## src/rtl/pong_ball_ctrl.sv

```systemverilog
// pong_ball_ctrl: ball motion, wall/paddle bounces, miss detection and scoring for the pong field
module pong_ball_ctrl #(
   parameter int XSCREEN     = 160,
   parameter int YSCREEN     = 120,
   parameter int SIZE        = 5,
   parameter int X_START     = 78,
   parameter int Y_START     = 58,
   parameter int WIN_SCORE   = 9,
   parameter int SERVE_DELAY = 60
) (
   input  logic       Clock,
   input  logic       Resetn,
   input  logic       tick,
   input  logic       start,
   input  logic       player1,
   input  logic       player2,
   output logic [7:0] X,
   output logic [6:0] Y,
   output logic       dx,
   output logic       dy,
   output logic [3:0] score1,
   output logic [3:0] score2,
   output logic       point,
   output logic       game_over,
   output logic [1:0] state
);
   typedef enum logic [2:0] {S_IDLE, S_SERVE, S_PLAY, S_OVER, S_POINT} state_t;
   localparam logic [7:0] X_MAX = 8'(XSCREEN - SIZE);
   localparam logic [7:0] X_CTR = 8'(X_START);
   localparam logic [6:0] Y_MAX = 7'(YSCREEN - SIZE);
   localparam logic [6:0] Y_CTR = 7'(Y_START);
   localparam logic [3:0] WIN   = 4'(WIN_SCORE);
   localparam logic [7:0] DELAY = 8'(SERVE_DELAY);
   state_t     r_state, w_state;
   logic       r_tick_prev, r_hit1, r_hit2, r_dx, r_dy, r_point;
   logic [7:0] r_cnt, r_x;
   logic [6:0] r_y;
   logic [3:0] r_s1, r_s2;
   logic       w_step, w_hit1, w_hit2, w_pdx, w_dx, w_dy, w_point;
   logic [7:0] w_cnt, w_x;
   logic [6:0] w_y;
   logic [3:0] w_s1, w_s2, w_old, w_new;
   assign w_step = tick & ~r_tick_prev;
   assign w_hit1 = r_hit1 | player1;
   assign w_hit2 = r_hit2 | player2;
   assign w_pdx  = (w_hit1 & ~w_hit2) ? 1'b1 : (w_hit2 & ~w_hit1) ? 1'b0 : r_dx;
   // in POINT the stored dx still names the edge that was missed, hence the scorer
   assign w_old  = r_dx ? r_s1 : r_s2;
   assign w_new  = (w_old == WIN) ? w_old : w_old + 4'd1;
   always_comb begin
      w_state = r_state;
      w_cnt   = r_cnt;
      w_x     = r_x;
      w_y     = r_y;
      w_dx    = r_dx;
      w_dy    = r_dy;
      w_s1    = r_s1;
      w_s2    = r_s2;
      w_point = 1'b0;
      case (r_state)
         S_IDLE: if (start) begin
            w_state = S_SERVE;
            w_cnt   = DELAY;
         end
         S_SERVE: if (w_step) begin
            if (r_cnt == 8'd0) w_state = S_PLAY;
            else w_cnt = r_cnt - 8'd1;
         end
         S_PLAY: if (w_step) begin
            w_dx = w_pdx;
            w_dy = (r_dy && r_y == Y_MAX) ? 1'b0 : (!r_dy && r_y == 7'd0) ? 1'b1 : r_dy;
            w_y  = w_dy ? r_y + 7'd1 : r_y - 7'd1;
            if ((!w_pdx && r_x == 8'd0) || (w_pdx && r_x == X_MAX)) w_state = S_POINT;
            else w_x = w_pdx ? r_x + 8'd1 : r_x - 8'd1;
         end
         S_POINT: begin
            w_point = 1'b1;
            w_x     = X_CTR;
            w_y     = Y_CTR;
            w_cnt   = DELAY;
            if (r_dx) w_s1 = w_new;
            else w_s2 = w_new;
            w_state = (w_new == WIN) ? S_OVER : S_SERVE;
         end
         S_OVER: if (start) begin
            w_s1    = 4'd0;
            w_s2    = 4'd0;
            w_dx    = 1'b1;
            w_dy    = 1'b1;
            w_state = S_IDLE;
         end
         default: w_state = S_IDLE;
      endcase
   end
   always_ff @(posedge Clock) begin
      if (!Resetn) begin
         r_state     <= S_IDLE;
         r_tick_prev <= 1'b0;
         r_hit1      <= 1'b0;
         r_hit2      <= 1'b0;
         r_cnt       <= 8'd0;
         r_x         <= X_CTR;
         r_y         <= Y_CTR;
         r_dx        <= 1'b1;
         r_dy        <= 1'b1;
         r_s1        <= 4'd0;
         r_s2        <= 4'd0;
         r_point     <= 1'b0;
      end else begin
         r_state     <= w_state;
         r_tick_prev <= tick;
         r_hit1      <= w_step ? 1'b0 : w_hit1;
         r_hit2      <= w_step ? 1'b0 : w_hit2;
         r_cnt       <= w_cnt;
         r_x         <= w_x;
         r_y         <= w_y;
         r_dx        <= w_dx;
         r_dy        <= w_dy;
         r_s1        <= w_s1;
         r_s2        <= w_s2;
         r_point     <= w_point;
      end
   end
   assign X         = r_x;
   assign Y         = r_y;
   assign dx        = r_dx;
   assign dy        = r_dy;
   assign score1    = r_s1;
   assign score2    = r_s2;
   assign point     = r_point;
   assign game_over = (r_state == S_OVER);
   assign state     = (r_state == S_POINT) ? 2'd2 : r_state[1:0];
endmodule

```

## config.mk

```make
export PLATFORM = sky130hd
export DESIGN_NAME = pong_ball_ctrl
export DESIGN_NICKNAME = d
export VERILOG_FILES = /design/src/rtl/pong_ball_ctrl.sv
export SDC_FILE = /design/constraint.sdc
export NUM_CORES = 1
export LEC_CHECK = 0
export ABC_AREA = 1
export CORE_ASPECT_RATIO = 0.8
export CORE_MARGIN = 3
export CORE_UTILIZATION = 40
export DETAILED_ROUTE_END_ITERATION = 12
export PLACE_DENSITY = 0.7
export RECOVER_POWER = 100
export SLEW_MARGIN = 40
export SYNTH_ARGS = -nofsm -noshare
export SYNTH_HDL_FRONTEND = slang
export SYNTH_SLANG_ARGS = --single-unit
```

## constraint.sdc

```tcl
create_clock -name Clock -period 2.19 [get_ports Clock]
set_clock_uncertainty 0.1 [all_clocks]
set_input_delay 0.438 -clock Clock [delete_from_list [all_inputs] [get_ports Clock]]
set_output_delay 0.438 -clock Clock [all_outputs]
set_load 0.05 [all_outputs]
```

-- After elaboration in Yosys (flattened, before gate mapping)
Cells that the tools add are included.
- register bits: 40
- latch bits: 0
- RAM bits: 0
- bits in read-only memories: 0
- input port bits: 6
- memories kept: 0
- add/subtract/negate cells: 6
- multiply operators: 0
- div/mod/pow operators: 0
- order comparisons: 0
- equal/unequal tests: 18
- shift operators: 0
- muxes and demuxes: 37
- bitwise logic cells: 9
- reduce and logical (&&, ||, !) cells: 23
- operators by type and width (operator ; number):
    $mux W8 ; 6
    $pmux W8 S3 ; 1
    $mux W4 ; 5
    $ne A2 B2 Y1 const B ; 10
    $mux W3 ; 6
    $logic_not A8 Y1 ; 2
    $pmux W4 S2 ; 2
    $pmux W8 S2 ; 1
    $sub A8 B1 Y8 const B ; 2
    $pmux W3 S5 ; 1
    $mux W7 ; 2
    $pmux W7 S2 ; 1
    $reduce_and A3 Y1 ; 4
    $add A8 B1 Y8 const B ; 1
    $eq A4 B4 Y1 const B ; 2
    $eq A8 B8 Y1 const B ; 1
    $mux W1 ; 8
    $add A7 B1 Y7 const B ; 1
    $eq A7 B7 Y1 const B ; 1
    $logic_not A7 Y1 ; 1
    $sub A7 B1 Y7 const B ; 1
    $eq A3 B2 Y1 const B ; 2
    $reduce_and A6 Y1 ; 1
    $reduce_bool A2 Y1 ; 3
    other kinds (16) ; 28

-- Longest topological paths before layout
- word-level depth: 11
- gate-level depth with buffers: 15

-- Least setup slack after synthesis
Ideal clock, no wire load.
- kind: flip-flop to flip-flop
- start: register r_y[0], in the netlist Y[0]
- end: register r_y[5], in the netlist Y[5]
- arrival time: 2.268 ns
- data required time: 1.966 ns
- setup slack: -0.302 ns
- cell stages (with the launch flop): 16
- path buffers: 0
- clock period less this slack: 2.492 ns
- path through: dfxtp_1 -> nand2_1 -> inv_1 -> nand2_1 -> o21ai_0 -> nand2_1 -> inv_1 -> ha_1 -> a21oi_1 -> nand2_1 -> nand2_1 -> nand2_1 -> a21oi_1 -> nand2_1 -> nand2_1 -> o21ai_0
- cells in the longest elaborated chain, start to end: 7
- elaborated cells between the ends (all ways): 11
- classes of those cells: add/sub (2); eq/ne (1); mux (5); reduce/logical (3)
- ends and longest elaborated chain (what ; RTL line ; RTL):
    start, declared ; 37 ; logic [6:0] r_y;
    start signal, assigned ; 116 ; r_y <= w_y;
    branches (longest 4 deep; another with $sub A7 B1 Y7) ; -- ;
    $mux W7 (*) ; 72 ; w_y = w_dy ? r_y + 7'd1 : r_y - 7'd1;
    $mux W7 (*) ; 69 ; S_PLAY: if (w_step) begin
    $pmux W7 S2 (*) ; 60 ; case (r_state)
Mark *: on every way between the ends. The select of a mux whose other input is x is not followed.
A chain may end at the register's enable or synchronous reset.

-- Worst setup path in the final report
- start: register r_x[5], in the netlist X[5]
- end: output port X[5]
- RTL lines (what ; RTL line ; RTL):
    start, declared ; 36 ; logic [7:0] r_cnt, r_x;
    start signal, assigned ; 115 ; r_x <= w_x;
    end, declared ; 17 ; output logic [7:0] X,
No word-level cell between the ends.

==> flow_summary_export.csv <==
group,metric,value,unit
global_route,antenna_found_initial,0,
setup_path,worst_path_max_delay_cell,"clkdlybuf4s50_1",
sta,min_period_over_period,98.75,%
logic_synthesis,ys_warn_count,0,
setup_path,cp_top_family,"buffers and inverters",
logic_synthesis,avgSynthCellArea,6.551,µm²
die,dieArea,7775,µm²
final_layout,multi_input_area,1808,µm²
global_route,grt_usage,18.30,%
logic_synthesis,synthArstFlopShare,0,%
global_route,grt_first_pass_wirelength,11760,µm
setup_path,reg2reg_from,"Y[2]",
setup_path,path_cells,"clkdlybuf4s50_1",
place,preCtsSetupSlack,-0.4676,ns
final_layout,final_area,3598,µm²
sta,tightest_slew,0.6928,ns
clocking,cts.root.buffer_cell,"clkbuf_8",
sta,final.setup.worst_slack,0.02727,ns
final_layout,fin_util,55.59,%
setup_path,regToRegEndpoint,"Y[5]",
setup_path,critPathBufInv,1,
clocking,cts_tree,"yes",
setup_path,critPathMaxStageDelay,0.86,ns
run_status,status,"finished clean",
place,hpwl,5320,µm
sta,fin_crit,2.163,ns
setup_path,crit_required,1.65,ns
global_route,grt_overflow,0,
logic_synthesis,synth.most_common_cell,"nand2_1",
setup_path,startpoint_type,"flop",
final_layout,drive_gt1_share,21.09,%
route,totalWireLength,7170,µm
setup_path,arrival,1.62,ns
logic_synthesis,synth-edff-count,0,
setup_path,cp_max_fo,5,
clocking,cts.clk_slew.worst_paths,0.08,ns
logic_synthesis,ys_top_cells_by_count,"118 x nand2_1, 45 x inv_1, 44 x nor2_1",
route,avgRoutedWirePerCell,12.74,µm
die,die_x,97.84,µm
pwr,irDropWorstVdd,0.0005847,V
clocking,cts_made_buffers,5,
pwr,power_density,1041,nW/µm²
setup_path,r2r_cells,14,
setup_path,worstSetupStartpoint,"X[5]",
setup_path,critPathCapture,"X[5]",
logic_synthesis,synth-seq-cells,40,
logic_synthesis,ys_types,34,
die,io_pins,35,
route,drc,0,
final_layout,fin_cells,563,
sta,hold_viol_final,0,
global_route,grt_pass1_vias,2618,
sta,drv_slew,0,
die,rows,26,
logic_synthesis,synthFlopType,"dfxtp_1",
sta,setup_violations,0,
sta,tns,0,ns
logic_synthesis,synth_cells,412,
route,drtIter0Drc,99,
die,chipHeight,79.47,µm
sta,whs,0.3830,ns
route,postRouteAntennaNets,0,
worst_hold_path,hold_path.class,"reg2reg",
clocking,cts_sinks,40,
logic_synthesis,yosys.area.top_type,"dfxtp_1",
global_route,grt_max_degree,14,
final_layout,areaGrowthSynthToFinish,33.33,%
clocking,cts_buffer_depth,2,
route,via_count,2863,
sta,fmax,0.4624,GHz
final_layout,antennaDiodeCount,0,
setup_path,crit_type,"reg2out",
flow_run,max-cap-violations,0,
setup_path,r2r_slack,0.11,ns
setup_path,endpoint_kind,"output port",
final_layout,filler_cell_count,675,
setup_path,crit_cells,1,
pwr,finalPower,3.747,mW
clocking,clk_latency,0.30,ns
pwr,leakage,1.676,nW
clocking,h-tree-depth,2,
logic_synthesis,ys_seq_area_share,29.67,%
route,first_pass_iters,4,
final_layout,ff_latch_area,827.0,µm²
logic_synthesis,syn-num-nets,436,
route,drt-vias-per-instance,5.085,
place,gp_congestion,0.9071,
logic_synthesis,synthTopCellsByArea,"dfxtp_1 30%, nand2_1 16%, ha_1 7.4%, inv_1 6.3%, nor2_1 6.1%",
final_layout,fin_nets,502,
die,core_area,6474,µm²
logic_synthesis,synth_top_area_share,29.67,%
clocking,cts-hold-fix-buffers,0,
sta,max_slew_margin,53.81,%
die,initial_core_util,41.69,%
logic_synthesis,synthesis.area,2699,µm²
place,place_area,3354,µm²
sta,rsz0062_at_grt,"true",
place,dpl.cell_count,552,
place,port_buffers,34,
-- what timing repair did --
| action | 4_1_cts | 5_1_grt |
|---|---|---|
| pin swaps | 3 | 7 |
| resized for setup | 14 | 28 |
| gates cloned | 0 | 0 |
| buffers inserted | 1 | 2 |
| endpoints found under the setup margin | 9 | 14 |
-- where the power goes --
part	internal [mW]	switching, mW	total (mW)
Combinational	0.839	1.30	2.14
Clock	0.228	0.266	0.494
Sequential	0.892	0.218	1.11
-- layout by cell type (no fill, tap or decap), types with 2 or more instances in the layout --
cell / Yosys / routed
nand2_1: 118 / 116
inv_1: 45 / 45
nor2_1: 44 / 40
dfxtp_1: 40 / 31
buf_4: 1 / 31
nand3_1: 30 / 28
a21oi_1: 31 / 28
clkdlybuf4s50_1: 0 / 22
o21ai_0: 17 / 15
nor2_2: 6 / 9
nand4_1: 9 / 9
nand2_2: 7 / 8
inv_2: 8 / 8
ha_1: 16 / 8
ha_4: 0 / 8
clkbuf_1: 2 / 7
dfxtp_4: 0 / 6
xnor2_1: 6 / 6
xor2_1: 6 / 6
nand3_2: 3 / 5
clkbuf_8: 0 / 5
a21oi_2: 1 / 4
dfxtp_2: 0 / 3
nor3_2: 1 / 3
nor2_4: 1 / 2
o21ai_1: 1 / 2
a31oi_1: 2 / 2
nor3_1: 3 / 2
o22ai_1: 2 / 2
dlygate4sd3_1: 0 / 2
dlymetal6s2s_1: 0 / 2
dlygate4sd2_1: 0 / 2
buf_12: 0 / 2
-- how the worst min path moves through the flow --
stage          startpoint         to  slack, ns  cells past startpoint
2_1_floorplan    r_cnt[7]   r_cnt[7]       0.37                      2
3_3_place_gp    score1[0]  score1[0]       0.37                      2
3_5_place_dp    score1[1]  score1[1]       0.37                      2
4_1_cts         score1[1]  score1[1]       0.39                      2
5_1_grt         score1[1]  score1[1]       0.42                      2
6_report        score1[1]  score1[1]       0.38                      2
-- layer usage --
layer  vias to the layer above  global-route usage, %  share of wire [%]
li1                       1456                      -                  -
met1                      1319                  25.00                 50
met2                        79                  29.89                 44
met3                         9                  2.969                4.8
met4                         0                  5.118               0.96
met5                         -                      0                  0
-- state kept, by name (all words and copies together) (netlist names) --
name,cells
X,8
Y,7
dx,1
dy,1
point,1
r_cnt,8
r_hit1,1
r_hit2,1
r_state,3
r_tick_prev,1
score1,4
score2,4
-- logic make-up after synthesis --
kind of cell               share of synthesized area, %
AOI/OAI and AO/OA                                 11.08
xor gates and xnor gates                          3.894
adders and majority gates                         8.901
buffers and inverters                             9.272
DFF                                               29.67
and+or+nand+nor                                   37.18
-- area by class of cell --
class	instances	area share, %
clock buffer	7	2.121
sequential	40	22.98
inverter	53	5.529
timing repair buffer	66	15.96
clock inverter	1	0.2434
tap	84	2.921
multi-input combinational	312	50.24
Note: power is estimated with default switching activity, not from simulation.
